<file path="src/rtl/graphics_pkg.sv">
// Screen geometry, float constants and projection FSM states shared by the graphics pipeline.
package graphics_pkg;

  localparam int SCREEN_W     = 1280;
  localparam int SCREEN_H     = 720;
  localparam int HALF_W       = 640;
  localparam int HALF_H       = 360;
  localparam int DRAIN_CYCLES = 32;

  localparam logic [31:0] ONE_F   = 32'h3f800000;
  localparam logic [31:0] SCALE_F = 32'h43b40000;
  localparam logic [31:0] NEAR_F  = 32'h3dcccccd;

  typedef enum logic [3:0] {
    StDrain, StIdle, StDiv, StMx, StMz, StSx, StSz, StCvt, StEmit
  } proj_state_t;

endpackage

</file>
<file path="src/rtl/float_div.sv">
// Fixed-latency single-precision divider a/b, AXI-stream style; truncating, denormals flush to zero.
module float_div #(
  parameter int unsigned LATENCY = 6
) (
  input  logic        aclk,
  input  logic        aresetn,
  input  logic        s_axis_a_tvalid,
  input  logic [31:0] s_axis_a_tdata,
  input  logic        s_axis_b_tvalid,
  input  logic [31:0] s_axis_b_tdata,
  output logic        m_axis_result_tvalid,
  output logic [31:0] m_axis_result_tdata
);

  logic [31:0]       a, b, res;
  logic [24:0]       quot;
  logic signed [9:0] exp_q;
  logic              sign;
  logic [LATENCY-1:0] vld;
  logic [31:0]       pipe [LATENCY];

  always_comb begin
    a     = s_axis_a_tdata;
    b     = s_axis_b_tdata;
    sign  = a[31] ^ b[31];
    // mantissa ratio lies in (0.5, 2), so the quotient has 25 or 26 significant bits
    quot  = 25'((49'({1'b1, a[22:0], 25'd0}) / 49'({1'b1, b[22:0]})) >> 1);
    exp_q = 10'(a[30:23]) - 10'(b[30:23]) + (quot[24] ? 10'sd127 : 10'sd126);
    if (a[30:23] == 8'd0 || b[30:23] == 8'hff) begin
      res = {sign, 31'd0};
    end else if (b[30:23] == 8'd0 || a[30:23] == 8'hff || exp_q >= 10'sd255) begin
      res = {sign, 8'hff, 23'd0};
    end else if (exp_q <= 10'sd0) begin
      res = {sign, 31'd0};
    end else begin
      res = {sign, exp_q[7:0], quot[24] ? quot[23:1] : quot[22:0]};
    end
  end

  always_ff @(posedge aclk) begin
    if (!aresetn) vld <= '0;
    else          vld <= LATENCY'({vld, s_axis_a_tvalid & s_axis_b_tvalid});
  end

  always_ff @(posedge aclk) begin
    pipe[0] <= res;
    for (int i = 1; i < LATENCY; i++) pipe[i] <= pipe[i-1];
  end

  assign m_axis_result_tvalid = vld[LATENCY-1];
  assign m_axis_result_tdata  = pipe[LATENCY-1];

endmodule

</file>
<file path="src/rtl/float_mul.sv">
// Fixed-latency single-precision multiplier, AXI-stream style; truncating, denormals flush to zero.
module float_mul #(
  parameter int unsigned LATENCY = 3
) (
  input  logic        aclk,
  input  logic        aresetn,
  input  logic        s_axis_a_tvalid,
  input  logic [31:0] s_axis_a_tdata,
  input  logic        s_axis_b_tvalid,
  input  logic [31:0] s_axis_b_tdata,
  output logic        m_axis_result_tvalid,
  output logic [31:0] m_axis_result_tdata
);

  logic [31:0]       a, b, res;
  logic [47:0]       prod;
  logic [24:0]       prod_hi;
  logic signed [9:0] exp_sum;
  logic              sign;
  logic [LATENCY-1:0] vld;
  logic [31:0]       pipe [LATENCY];

  always_comb begin
    a       = s_axis_a_tdata;
    b       = s_axis_b_tdata;
    sign    = a[31] ^ b[31];
    prod    = 48'({1'b1, a[22:0]}) * 48'({1'b1, b[22:0]});
    prod_hi = 25'(prod >> 23);
    exp_sum = 10'(a[30:23]) + 10'(b[30:23]) - 10'sd127 + (prod_hi[24] ? 10'sd1 : 10'sd0);
    if (a[30:23] == 8'd0 || b[30:23] == 8'd0) begin
      res = {sign, 31'd0};
    end else if (a[30:23] == 8'hff || b[30:23] == 8'hff || exp_sum >= 10'sd255) begin
      res = {sign, 8'hff, 23'd0};
    end else if (exp_sum <= 10'sd0) begin
      res = {sign, 31'd0};
    end else begin
      res = {sign, exp_sum[7:0], prod_hi[24] ? prod_hi[23:1] : prod_hi[22:0]};
    end
  end

  always_ff @(posedge aclk) begin
    if (!aresetn) vld <= '0;
    else          vld <= LATENCY'({vld, s_axis_a_tvalid & s_axis_b_tvalid});
  end

  always_ff @(posedge aclk) begin
    pipe[0] <= res;
    for (int i = 1; i < LATENCY; i++) pipe[i] <= pipe[i-1];
  end

  assign m_axis_result_tvalid = vld[LATENCY-1];
  assign m_axis_result_tdata  = pipe[LATENCY-1];

endmodule

</file>
<file path="src/rtl/float_to_int.sv">
// Registered float to 12-bit signed integer: truncates toward zero, saturates to +/-2047.
module float_to_int (
  input  logic               clk_in,
  input  logic [31:0]        value,
  output logic signed [11:0] result
);

  logic [7:0]  exp;
  logic [10:0] mag;

  always_comb begin
    exp = value[30:23];
    mag = '0;
    // exp >= 138 means |v| >= 2048; this also covers Inf and NaN
    if (exp >= 8'd138) begin
      mag = 11'd2047;
    end else if (exp >= 8'd127) begin
      mag = 11'({1'b1, value[22:0]} >> (8'd150 - exp));
    end
  end

  always_ff @(posedge clk_in) begin
    result <= value[31] ? -$signed({1'b0, mag}) : $signed({1'b0, mag});
  end

endmodule

</file>
<file path="src/rtl/perspective_project.sv">
// Perspective divide by depth and mapping to 1280x720 pixels using one shared divider and multiplier.
module perspective_project
  import graphics_pkg::*;
(
  input  logic             clk_in,
  input  logic             rst_in,
  input  logic [3:0][31:0] pos,
  input  logic             valid_in,
  output logic             ready_out,
  output logic [10:0]      hcount_out,
  output logic [9:0]       vcount_out,
  output logic [31:0]      depth_out,
  output logic             on_screen_out,
  output logic             valid_out
);

  localparam int DrainW = $clog2(DRAIN_CYCLES);

  proj_state_t        state;
  logic [DrainW-1:0]  drain_cnt;
  logic [31:0]        x_f, y_f, z_f, r_f, mx_f, mz_f, sx_f, sz_f;
  logic               clipped;
  logic               div_tvalid, mul_tvalid;
  logic [31:0]        div_b, mul_a, mul_b;
  logic               div_res_valid, mul_res_valid;
  logic [31:0]        div_res, mul_res;
  logic signed [11:0] ix, iz, ix_sel, iz_sel;
  logic signed [12:0] px, py;
  logic               on_screen;
  logic               unused_w;

  assign unused_w = ^pos[3];

  float_div u_div (
    .aclk                 (clk_in),
    .aresetn              (!rst_in),
    .s_axis_a_tvalid      (div_tvalid),
    .s_axis_a_tdata       (ONE_F),
    .s_axis_b_tvalid      (div_tvalid),
    .s_axis_b_tdata       (div_b),
    .m_axis_result_tvalid (div_res_valid),
    .m_axis_result_tdata  (div_res)
  );

  float_mul u_mul (
    .aclk                 (clk_in),
    .aresetn              (!rst_in),
    .s_axis_a_tvalid      (mul_tvalid),
    .s_axis_a_tdata       (mul_a),
    .s_axis_b_tvalid      (mul_tvalid),
    .s_axis_b_tdata       (mul_b),
    .m_axis_result_tvalid (mul_res_valid),
    .m_axis_result_tdata  (mul_res)
  );

  float_to_int u_cvt_x (.clk_in(clk_in), .value(sx_f), .result(ix));
  float_to_int u_cvt_z (.clk_in(clk_in), .value(sz_f), .result(iz));

  always_comb begin
    // converter outputs are stale on the near-clip path; pin to the screen centre instead
    ix_sel    = clipped ? 12'sd0 : ix;
    iz_sel    = clipped ? 12'sd0 : iz;
    px        = 13'(HALF_W) + {ix_sel[11], ix_sel};
    py        = 13'(HALF_H) - {iz_sel[11], iz_sel};
    on_screen = !clipped && !px[12] && (px < 13'(SCREEN_W)) && !py[12] && (py < 13'(SCREEN_H));
  end

  always_ff @(posedge clk_in) begin
    if (rst_in) begin
      state         <= StDrain;
      drain_cnt     <= '0;
      ready_out     <= 1'b0;
      valid_out     <= 1'b0;
      hcount_out    <= '0;
      vcount_out    <= '0;
      depth_out     <= '0;
      on_screen_out <= 1'b0;
      div_tvalid    <= 1'b0;
      mul_tvalid    <= 1'b0;
    end else begin
      valid_out  <= 1'b0;
      div_tvalid <= 1'b0;
      mul_tvalid <= 1'b0;
      unique case (state)
        StDrain: begin
          if (drain_cnt == DrainW'(DRAIN_CYCLES - 1)) begin
            state     <= StIdle;
            ready_out <= 1'b1;
          end else begin
            drain_cnt <= drain_cnt + 1'b1;
          end
        end
        StIdle: begin
          if (valid_in && ready_out) begin
            x_f       <= pos[0];
            y_f       <= pos[1];
            z_f       <= pos[2];
            ready_out <= 1'b0;
            if (pos[1][31] || pos[1] < NEAR_F) begin
              clipped <= 1'b1;
              state   <= StEmit;
            end else begin
              clipped    <= 1'b0;
              div_b      <= pos[1];
              div_tvalid <= 1'b1;
              state      <= StDiv;
            end
          end
        end
        StDiv: if (div_res_valid) begin
          r_f <= div_res; mul_a <= x_f; mul_b <= div_res; mul_tvalid <= 1'b1; state <= StMx;
        end
        StMx: if (mul_res_valid) begin
          mx_f <= mul_res; mul_a <= z_f; mul_b <= r_f; mul_tvalid <= 1'b1; state <= StMz;
        end
        StMz: if (mul_res_valid) begin
          mz_f <= mul_res; mul_a <= mx_f; mul_b <= SCALE_F; mul_tvalid <= 1'b1; state <= StSx;
        end
        StSx: if (mul_res_valid) begin
          sx_f <= mul_res; mul_a <= mz_f; mul_b <= SCALE_F; mul_tvalid <= 1'b1; state <= StSz;
        end
        StSz: if (mul_res_valid) begin
          sz_f <= mul_res; state <= StCvt;
        end
        StCvt: state <= StEmit;
        StEmit: begin
          hcount_out    <= px[10:0];
          vcount_out    <= py[9:0];
          depth_out     <= y_f;
          on_screen_out <= on_screen;
          valid_out     <= 1'b1;
          ready_out     <= 1'b1;
          state         <= StIdle;
        end
        default: state <= StDrain;
      endcase
    end
  end

endmodule

</file>
<file path="config.mk">
export PLATFORM = sky130hd
export DESIGN_NAME = perspective_project
export DESIGN_NICKNAME = d
export VERILOG_FILES = /design/src/rtl/graphics_pkg.sv /design/src/rtl/float_div.sv /design/src/rtl/float_mul.sv /design/src/rtl/float_to_int.sv /design/src/rtl/perspective_project.sv
export SDC_FILE = /design/constraint.sdc
export NUM_CORES = 2
export LEC_CHECK = 0
export CORE_MARGIN = 2
export CORE_UTILIZATION = 58
export CTS_BUF_LIST = sky130_fd_sc_hd__clkbuf_4 sky130_fd_sc_hd__clkbuf_8
export DETAILED_ROUTE_END_ITERATION = 7
export HOLD_SLACK_MARGIN = 0.1
export PLACE_DENSITY = 0.81
export RECOVER_POWER = 100
export SYNTH_ARGS = -nofsm -noshare
export SYNTH_HDL_FRONTEND = slang
export SYNTH_SLANG_ARGS = --single-unit
</file>
<file path="constraint.sdc">
create_clock -name clk_in -period 253 [get_ports clk_in]
set_input_delay 75.9 -clock clk_in [delete_from_list [all_inputs] [get_ports clk_in]]
set_output_delay 75.9 -clock clk_in [all_outputs]
set_load 0.01 [all_outputs]
</file>
==> run metrics <==
final setup vio count=0; clock skew after layout=0.0603 ns; total negative setup slack=0 ns; fmax=6.85 MHz; critical path launch point type=flip-flop; drt first-iter violations=between 6000 and 7000; path type of the worst setup path=reg -> reg; violations in the final reports=capacitance limit, slew limit; top_reg_cell synth=dfxtp_1; number of buffers created by CTS=103; pin count of the biggest net entering global routing=77; setup repair after global routing missed its margin=false; Min Clock Period, post-route=146.07 ns; met3 Track Usage GR=3.56%; Mapped Cells=10300; Critical Path Stages=592; wire length of the first global-routing pass=between 300000 and 400000 um; number of buffers inserted by hold repair at cts=0; last weighted congestion value of the routability-driven placer=about 0.94; total wire length after detailed routing=between 200000 and 250000 um; kind of capture point of the worst setup path=flip-flop; clock tree from TritonCTS=yes; Die Width=around 390 um; average size of a mapped cell=8.24 um^2; worst hold path type=reg -> reg; leftover overflow at the end of global routing=0; post-cts repair resize count=0; fraction of synthesis flops using an asynchronous set or reset pin=0%; H-tree Lvls=3; initial antenna violation count=4; area of the core=146000 um^2; number of synthesized register bits=roughly 740; height of the chip=roughly 390 um; largest buffer count on any clock path=3; placement row count=140; number of maximum-capacitance violations=24; actual transition at the worst max-transition pin=3.80 ns; Crit-path slowest cell=clkbuf_1; number of nets still failing antenna checks after routing=0; max-slew violations=around 1000; result of the run=complete, but fails checks; Top Family by Delay on Critical Path=compound AO/OA/AOI/OAI gates; hold violation count in the final report=0; initial core utilization=58.4%; DRT Pass-1 Iters=7; vias in the first global route=around 76000; post-route cell area=between 90000 and 100000 um^2; Yosys warning total=0; crit share post-route=between 50 and 60%; CP max stage delay=1.84 ns; Cell Area, Synth=85100 um^2; register area share after synthesis=21.6%; clock-pin slew of the registers on the worst-case setup and hold paths=0.07 ns; total cell area at the placement stage=88500 um^2; Port-buffer cells=about 150; detailed-route vias per instance=about 6.3; distinct cell type count of the synthesized netlist=between 100 and 150; DR vias=between 70000 and 80000; most used routing layer in global routing=met2; IO Pins=about 190; buffer count from post-CTS setup fixing=0; Critical path buffers and inverters=26; Die Footprint=~150000 um^2; met1 Use GR=between 40% and 50%; fraction of layout instances using a drive strength above 1=5.38%; endpoint required time on the critical path=253.55 ns; master cell of the clock root buffer=clkbuf_8; largest fanout on the critical path=62; per-cell routed wire length=approximately 19 um; number of nets in the finished design=11700; clock latency of the later-clocked register in the worst-skew pair=approximately 0.76 ns; global-route met2 utilization=between 50% and 60%; crit path DAT=146.62 ns; Slew Limit Headroom=-153%; CTS sink cnt=about 740; Area Growth Syn to Fin=6.51%; worst-case reg-to-reg path depth=592; HPWL reported at the end of detailed placement=roughly 180000 um; drc violations=0; cell count of the worst hold path=0; total routing usage reported by global routing=between 30% and 40%; number of enable flip-flop cells after synthesis=around 350
cell type report:
class | count | area (um^2)
fill | 12200 | 55000
inverter | 842 | 3160
antenna | 7 | 17.5
timing repair buffer | 288 | 2450
clock buffer | 150 | 1890
clock inverter | 44 | 413
tap | 1917 | 2400
multi-input combinational | 8352 | 61900
sequential | 741 | 18400
final timing paths:
check	startpoint	endpoint	slack, ns
worst max-delay path	div_b[0]$_DFFE_PP_	u_div.pipe[0][0]$_SDFF_PP0_	106.93
worst min-delay path	u_mul.pipe[0][28]$_SDFF_PP0_	u_mul.pipe[0][60]$_DFF_P_	0.28
worst max register to register	div_b[0]$_DFFE_PP_	u_div.pipe[0][0]$_SDFF_PP0_	106.93
worst min register to register	u_mul.pipe[0][28]$_SDFF_PP0_	u_mul.pipe[0][60]$_DFF_P_	0.28
synth_stat cells, drive strengths merged (251+ instances only):
library cell  count  area share (%)
nand3           253             1.5
and2            316             2.3
dfxtp           388             9.1
nand2b          251             1.8
clkbuf          298             1.3
xnor2           374             3.9
a21oi           888             5.3
a21o            319             2.8
fa              482              11
edfxtp          353              12
inv             839             3.7
nand2           983             4.4
o21ai           523             3.1
nor2            925             4.1
ha              723              11
cells in the final DEF (no fill, tap or decap), types with 99 or more instances in the layout:
master         netlist  layout
nor2_1             921     918
dlygate4sd3_1        0     152
and2_1             314     303
ha_1               723     722
nor3_1             224     224
edfxtp_1           353     353
fa_1               482     482
xnor2_1            372     372
o21a_1             111     111
xor2_1             183     182
nand2_1            977     979
nand2b_1           251     251
mux2i_1            113     113
clkbuf_8             0     122
inv_1              838     838
a21o_1             319     319
dfxtp_1            388     388
a21oi_1            881     880
nand4_1            148     148
o21ai_0            470     471
a211oi_1            98      99
buf_4               10     109
nand3_1            246     248
metal layers:
metal / share of wire (%) / wire length, um / up-vias
met2: 47 / 111000 / 3183
li1: - / - / 36700
met5: 0 / 0 / -
met3: 7.7 / 18100 / 566
met4: 3.2 / 7580 / 0
met1: 42 / 99300 / 37500
per-stage QoR:
step	worst slack, ns	hold slack (ns)	utilization, %	instances
final	106.93	0.282	62.2	12300
after global routing	93.84	0.295	62.2	12300
after CTS	125.58	0.290	62.4	12300
after detailed placement	126.49	0.312	60.8	12100
after global placement	129.12	0.310	60.8	12100
after floorplan	136.55	0.310	-	10300
kinds of logic (layout without fill, tap and decap cells):
| kind of cell | Yosys count | in the layout | synth area share, % |
|---|---|---|---|
| and+or+nand+nor | 3640 | 3640 | 21.1 |
| AOI/OAI and AO/OA | 2738 | 2738 | 21.2 |
| buffers and inverters | 1245 | 1324 | 5.67 |
| adders and majority gates | 1205 | 1205 | 22.0 |
| DFF | 741 | 741 | 21.6 |
| xor gates and xnor gates | 557 | 557 | 5.75 |
| muxes | 201 | 201 | 2.68 |
| other | 1 | 18 | 0.00441 |
flip-flops by register name, indices dropped and copies added (netlist names), 11 cells and up:
signal	flops
u_cvt_x.result	12
sx_f	32
mx_f	32
mul_b	32
z_f	32
div_b	32
sz_f	32
y_f	32
mul_a	32
mz_f	32
u_div.pipe	192
u_cvt_z.result	12
hcount_out	11
depth_out	32
u_mul.pipe	96
r_f	32
x_f	32
worst register-to-register path: cells and delay by family (launching register included):
| kind | cells | cell delay (ns) |
|---|---|---|
| compound gates | 401 | 86.44 |
| simple gates | 138 | 35.28 |
| buf+inv | 26 | 13.64 |
| fa+ha+maj | 24 | 9.41 |
| mux | 3 | 0.75 |
| flops | 1 | 0.32 |
Power is left out: the tool's default activity adds up to more than one toggle a clock period on the data nets, which glitch-free logic cannot reach.
